--- src/rtl/dlsc_demosaic_vng6_pkg.sv ---
// Shared constants for the VNG6 demosaic engine: FSM encoding, default phase
// count, phase index width and the pipeline tag record.
package dlsc_demosaic_vng6_pkg;

  localparam logic [0:0] ST_IDLE = 1'b0;
  localparam logic [0:0] ST_RUN  = 1'b1;

  localparam int VNG6_STATES = 12;
  localparam int VNG6_ST_W   = 4;

  typedef struct packed {
    logic vld;
    logic last;
  } tag_t;

endpackage

--- src/rtl/dlsc_demosaic_vng6_seq_if.sv ---
// Token handshake, phase index/strobe and result handshake of the VNG6 sequencer.
interface dlsc_demosaic_vng6_seq_if;
  import dlsc_demosaic_vng6_pkg::*;

  logic                 in_valid;
  logic                 in_ready;
  logic                 in_last;
  logic                 clk_en;
  logic [VNG6_ST_W-1:0] st;
  logic                 st_first;
  logic                 st_last;
  logic                 out_valid;
  logic                 out_last;
  logic                 out_ready;

  modport master (
    input  in_valid, in_last, out_ready,
    output in_ready, clk_en, st, st_first, st_last, out_valid, out_last
  );

  modport slave (
    output in_valid, in_last, out_ready,
    input  in_ready, clk_en, st, st_first, st_last, out_valid, out_last
  );
endinterface

--- src/rtl/dlsc_demosaic_vng6_tagpipe.sv ---
// PIPE-deep valid/last shift register that tracks tokens through the engine;
// advances only on the engine strobe, output entry cleared when consumed.
module dlsc_demosaic_vng6_tagpipe
  import dlsc_demosaic_vng6_pkg::*;
#(
  parameter int PIPE = 4
) (
  input  logic clk,
  input  logic rst_n,
  input  logic en_i,
  input  tag_t tag_i,
  input  logic consume_i,
  output tag_t tag_o,
  output logic any_vld_o
);

  tag_t [PIPE-1:0] pipe_q, pipe_d;

  always_comb begin
    pipe_d = pipe_q;
    if (en_i) begin
      pipe_d[0] = tag_i;
      for (int i = 1; i < PIPE; i++) pipe_d[i] = pipe_q[i-1];
    end else if (consume_i) begin
      pipe_d[PIPE-1] = '0;
    end
  end

  always_ff @(posedge clk or negedge rst_n) begin
    if (!rst_n) pipe_q <= '0;
    else        pipe_q <= pipe_d;
  end

  always_comb begin
    any_vld_o = 1'b0;
    for (int i = 0; i < PIPE; i++) any_vld_o = any_vld_o | pipe_q[i].vld;
  end

  assign tag_o = pipe_q[PIPE-1];

endmodule

--- src/rtl/dlsc_demosaic_vng6_seq.sv ---
// VNG6 phase sequencer: steps st once per accepted token, tracks results through
// the engine and freezes everything on output backpressure.
// Optional stall counter output under DLSC_DEMOSAIC_VNG6_SEQ_PERF_EN.
module dlsc_demosaic_vng6_seq
  import dlsc_demosaic_vng6_pkg::*;
#(
  parameter int STATES = VNG6_STATES,
  parameter int PIPE   = 4
) (
  input  logic clk,
  input  logic rst_n,
  dlsc_demosaic_vng6_seq_if.master sif
`ifdef DLSC_DEMOSAIC_VNG6_SEQ_PERF_EN
  ,
  output logic [31:0] stall_cnt
`endif
);

  localparam logic [VNG6_ST_W-1:0] ST_MAX = VNG6_ST_W'(STATES - 1);

  logic [0:0]           state_q, state_d;
  logic [VNG6_ST_W-1:0] st_q, st_d;
  logic                 last_q, last_d;

  logic running, final_ph, stall, clk_en, accept, insert, any_vld;
  tag_t tag_in, tag_out;

  assign running  = (state_q == ST_RUN);
  assign final_ph = running && (st_q == ST_MAX);
  assign stall    = tag_out.vld && !sif.out_ready;
  assign clk_en   = !stall && (running || any_vld);
  // Tokens are only taken while idle or on the final phase, so back-to-back runs have no bubble.
  assign sif.in_ready = !stall && (!running || final_ph);
  assign accept   = sif.in_valid && sif.in_ready;
  assign insert   = final_ph && clk_en;

  always_comb begin
    state_d = state_q;
    st_d    = st_q;
    last_d  = last_q;
    case (state_q)
      ST_IDLE: if (accept) begin
        state_d = ST_RUN;
        st_d    = '0;
        last_d  = sif.in_last;
      end
      ST_RUN: if (clk_en) begin
        if (st_q == ST_MAX) begin
          st_d = '0;
          if (accept) last_d  = sif.in_last;
          else        state_d = ST_IDLE;
        end else begin
          st_d = st_q + 1'b1;
        end
      end
      default: state_d = ST_IDLE;
    endcase
  end

  always_ff @(posedge clk or negedge rst_n) begin
    if (!rst_n) begin
      state_q <= ST_IDLE;
      st_q    <= '0;
      last_q  <= 1'b0;
    end else begin
      state_q <= state_d;
      st_q    <= st_d;
      last_q  <= last_d;
    end
  end

  assign tag_in.vld  = insert;
  assign tag_in.last = insert && last_q;

  dlsc_demosaic_vng6_tagpipe #(.PIPE(PIPE)) u_tagpipe (
    .clk       (clk),
    .rst_n     (rst_n),
    .en_i      (clk_en),
    .tag_i     (tag_in),
    .consume_i (tag_out.vld && sif.out_ready),
    .tag_o     (tag_out),
    .any_vld_o (any_vld)
  );

  assign sif.clk_en    = clk_en;
  assign sif.st        = st_q;
  assign sif.st_first  = running && (st_q == '0);
  assign sif.st_last   = final_ph;
  assign sif.out_valid = tag_out.vld;
  assign sif.out_last  = tag_out.last;

`ifdef DLSC_DEMOSAIC_VNG6_SEQ_PERF_EN
  logic [31:0] stall_cnt_q;

  always_ff @(posedge clk or negedge rst_n) begin
    if (!rst_n)
      stall_cnt_q <= '0;
    else if (stall && (running || any_vld) && (stall_cnt_q != 32'hFFFF_FFFF))
      stall_cnt_q <= stall_cnt_q + 32'd1;
  end

  assign stall_cnt = stall_cnt_q;
`endif

endmodule

--- src/flat_wrapper.sv ---
// flat-port wrapper written by rule: the top's interface ports become plain ports
module dlsc_demosaic_vng6_seq_flat import dlsc_demosaic_vng6_pkg::*;
#(
  parameter int STATES = VNG6_STATES,
  parameter int PIPE   = 4
)
  (clk, rst_n, sif_in_valid, sif_in_last, sif_out_ready, sif_in_ready, sif_clk_en, sif_st, sif_st_first, sif_st_last, sif_out_valid, sif_out_last);
  dlsc_demosaic_vng6_seq_if sif_i ();
  input  logic clk;
  input  logic rst_n;
  input wire logic [$bits(sif_i.in_valid)-1:0] sif_in_valid;
  input wire logic [$bits(sif_i.in_last)-1:0] sif_in_last;
  input wire logic [$bits(sif_i.out_ready)-1:0] sif_out_ready;
  output wire logic [$bits(sif_i.in_ready)-1:0] sif_in_ready;
  output wire logic [$bits(sif_i.clk_en)-1:0] sif_clk_en;
  output wire logic [$bits(sif_i.st)-1:0] sif_st;
  output wire logic [$bits(sif_i.st_first)-1:0] sif_st_first;
  output wire logic [$bits(sif_i.st_last)-1:0] sif_st_last;
  output wire logic [$bits(sif_i.out_valid)-1:0] sif_out_valid;
  output wire logic [$bits(sif_i.out_last)-1:0] sif_out_last;
  assign sif_i.in_valid = sif_in_valid;
  assign sif_i.in_last = sif_in_last;
  assign sif_i.out_ready = sif_out_ready;
  assign sif_in_ready = sif_i.in_ready;
  assign sif_clk_en = sif_i.clk_en;
  assign sif_st = sif_i.st;
  assign sif_st_first = sif_i.st_first;
  assign sif_st_last = sif_i.st_last;
  assign sif_out_valid = sif_i.out_valid;
  assign sif_out_last = sif_i.out_last;
  dlsc_demosaic_vng6_seq #(.STATES(STATES), .PIPE(PIPE)) u_core (.clk(clk), .rst_n(rst_n), .sif(sif_i));
endmodule
--- config.mk ---
export PLATFORM = sky130hd
export DESIGN_NAME = dlsc_demosaic_vng6_seq_flat
export DESIGN_NICKNAME = d
export VERILOG_FILES = /design/src/rtl/dlsc_demosaic_vng6_pkg.sv /design/src/rtl/dlsc_demosaic_vng6_seq_if.sv /design/src/rtl/dlsc_demosaic_vng6_tagpipe.sv /design/src/rtl/dlsc_demosaic_vng6_seq.sv /design/src/flat_wrapper.sv
export SDC_FILE = /design/constraint.sdc
export NUM_CORES = 1
export LEC_CHECK = 0
export BUFFER_PORTS_ARGS = -buffer_cell sky130_fd_sc_hd__buf_2
export CAP_MARGIN = 5
export CORE_MARGIN = 2
export CORE_UTILIZATION = 42
export DETAILED_ROUTE_END_ITERATION = 10
export SYNTH_ARGS = -nofsm -noshare
export SYNTH_HDL_FRONTEND = slang
export SYNTH_SLANG_ARGS = --single-unit
--- constraint.sdc ---
create_clock -name clk -period 2.5 [get_ports clk]
set_input_delay 0 -clock clk [delete_from_list [all_inputs] [get_ports clk]]
set_output_delay 0 -clock clk [all_outputs]
set_load 0.05 [all_outputs]
==> impl_metrics.csv <==
group,metric,value,unit
status,status,"finished clean",
worst_setup_path,crit_type,"flop to primary output",
floorplanning,rows,14,
detailed_routing,drt_pre_antenna_iters,4,
worst_hold_path,hold_depth,3,
final_layout,syn_to_final_growth,18.3,%
floorplanning,start_util,46.2,%
timing,worst_pin_slew,0.375,ns
global_routing,grt_max_degree,15,
global_routing,grt_busiest_layer,"met2",
clock_network,cts_resized,0,
yosys,yosysWarnings,0,
yosys,ys_seq_elements,14,
job,drv_cap,0,
yosys,synth_commonest_cells,"14 x dfrtp_1, 8 x nand2_1, 7 x o21ai_0, 5 x nand3_1",
yosys,synth_nets,73,
clock_network,clockRootBuffer,"clkbuf_4",
global_routing,overflow,0,
global_routing,track_usage,17.6,%
yosys,synth_seq_area_share,49.2,%
worst_setup_path,crit_path_end_kind,"primary output",
floorplanning,dieArea,2040,um^2
power,p_total,0.00107,W
timing,drv_slew,0,
yosys,synth_most_common_cell,"dfrtp_1",
final_layout,final_cells,100,
timing,timing.hold.ws,0.0319,ns
worst_setup_path,rr_startpoint,"u_core.sif.st[0]",
final_layout,fin_nets,92,
timing,period_minus_slack,1.54,ns
floorplanning,core,1540,um^2
global_routing,met3_usage,7.60,%
timing,setup_viol,0,
clock_network,numCtsBuffers,3,
yosys,ys.flop_type,"dfrtp_1",
placement,place_congestion,0.741,
clock_network,cts.path.max_buffers,2,
worst_hold_path,hold_end,"u_core.running",
worst_hold_path,hp-start,"sif_in_valid",
yosys,synth_edf_count,0,
timing,max_slew_margin,75.0,%
yosys,avgSynthCellArea,10.8,um^2
detailed_routing,ant_nets,0,
timing,final_hold_viol_count,0,
power,p_leak,0.454,nW
clock_network,htreeDepth,1,
yosys,syn-cell-area,712,um^2
final_layout,nFillCells,144,
timing,max_freq,0.651,GHz
clock_network,clkTransAtPathRegs,0.08,ns
global_routing,globalRouteMet2Util,28.6,%
floorplanning,dieHeight,45.2,um
global_routing,antenna_found_initial,0,
timing,clock_skew,0.00273,ns
placement,dp_hpwl,1000,um
yosys,ys_top_cells_by_area,"dfrtp_1 49%, mux2_2 6.3%, o21ai_0 4.9%, nand2_1 4.2%, ha_1 3.5%",
final_layout,finish.utilization,54.6,%
detailed_routing,wirelength,1340,um
yosys,yosysTopAreaCell,"dfrtp_1",
detailed_routing,wl_per_cell,13.4,um
power,p_per_area,1270,nW/um^2
worst_hold_path,hold_path_class,"primary input to flop",
global_routing,grt_pass1_wl,2500,um
yosys,synthCells,66,
floorplanning,die_w,45.2,um
placement,portBuffers,14,
clock_network,clock_latency,0.28,ns
timing,tns,0,ns
worst_setup_path,cp-start-kind,"flop",
worst_setup_path,reg2reg_slack,1.02,ns
global_routing,grtUsageMet1,20.4,%
global_routing,grt_pass1_vias,562,
clock_network,cts_tree,"built",
power,vdd_ir_drop_max,543,uV
worst_setup_path,cp.arrival,1.54,ns
worst_setup_path,reg2reg_depth,4,
timing,finalCritPeriodShare,61.4,%
timing,grt_setup_unrepaired,"no",
detailed_routing,drt-initial-drc-count,4,
worst_setup_path,crit_fanout,6,
floorplanning,num_io_pins,15,
final_layout,antenna_cells,0,
clock_network,cts_sinks,14,
yosys,ys_types,25,
detailed_routing,num_vias,533,
worst_setup_path,r2r_end,"u_core.last_q",
final_layout,drive_above_1_share,33.3,%
yosys,postSynth.asyncResetShare,100,%
yosys,synth_top_cell_area_share,49.2,%
worst_setup_path,cp_data_required_time,2.50,ns
detailed_routing,drc,0,
placement,placed_cells,94,
detailed_routing,via_per_inst,5.33,
-- logic make-up after synthesis --
family,after synthesis,share of synthesized area (%)
simple gates,25,22.7
flops,14,49.2
compound gates,13,11.4
buf+inv,7,5.27
mux,5,7.91
fa+ha+maj,2,3.51
-- layout by cell type, fill, tap and decap left out, types with 2 or more instances in the layout --
master / count
clkbuf_4: 3
dlygate4sd3_1: 2
nand2_1: 8
buf_2: 14
dfrtp_1: 14
inv_1: 4
nand3_1: 5
mux2_2: 4
ha_1: 2
nand2b_1: 4
nor2_1: 2
o21ai_0: 7
-- worst max-delay path, cell delays in order, from the launching register on --
cell,delay (ns)
dfrtp_1,0.42
ha_1,0.25
nand3b_4,0.12
nor2_1,0.17
buf_2,0.29
-- where the power goes --
group | leakage (nW) | switching (W) | total, W | internal (W)
sequential | 0.181 | 0.0000843 | 0.000376 | 0.000291
clock | 0.0210 | 0.0000723 | 0.000161 | 0.0000886
combinational | 0.252 | 0.000355 | 0.000533 | 0.000178
-- state kept, by name (all words and copies together) (netlist names) --
register	count
u_core.last_q	1
u_core.u_tagpipe.pipe_q	6
u_core.u_tagpipe.tag_o	2
u_core.sif.st	4
u_core.running	1
-- worst max path at each step --
stage,startpoint,to,depth (start not counted)
after CTS,u_core.sif.st[0],sif_st_last,4
after global routing,u_core.sif.st[0],sif_st_last,4
final,u_core.sif.st[0],sif_st_last,4
after global placement,u_core.sif.st[0],u_core.last_q,4
after detailed placement,u_core.sif.st[0],u_core.last_q,4
after floorplan,u_core.sif.st[0],u_core.u_tagpipe.pipe_q[1],4
-- per-layer routing --
metal,up-vias,wire (um)
met2,9,654
met4,0,15
met5,-,0
li1,267,-
met3,2,64
met1,255,609
-- metrics by stage --
stage / cell area (um^2) / setup slack, ns
CTS: 842 / 0.954
detailed placement: 786 / 1.02
global placement: 786 / 1.07
finish: 842 / 0.964
global route: 842 / 0.850
floorplan: 712 / 0.355
-- layout make-up --
class	instances	area, um^2	share of cell area [%]
clock buffers	4	36.3	4.31
inverters	5	21.3	2.53
multi-input cells	45	324	38.5
flip-flops and latches	14	350	41.6
well taps	16	20.0	2.38
repair buffers	16	90.1	10.7
-- repair_timing --
action,in CTS,in global routing
endpoints found under the hold margin,15,0
hold buffers,2,0
setup buffers,0,0
Note: power is estimated with default switching activity, not from simulation.
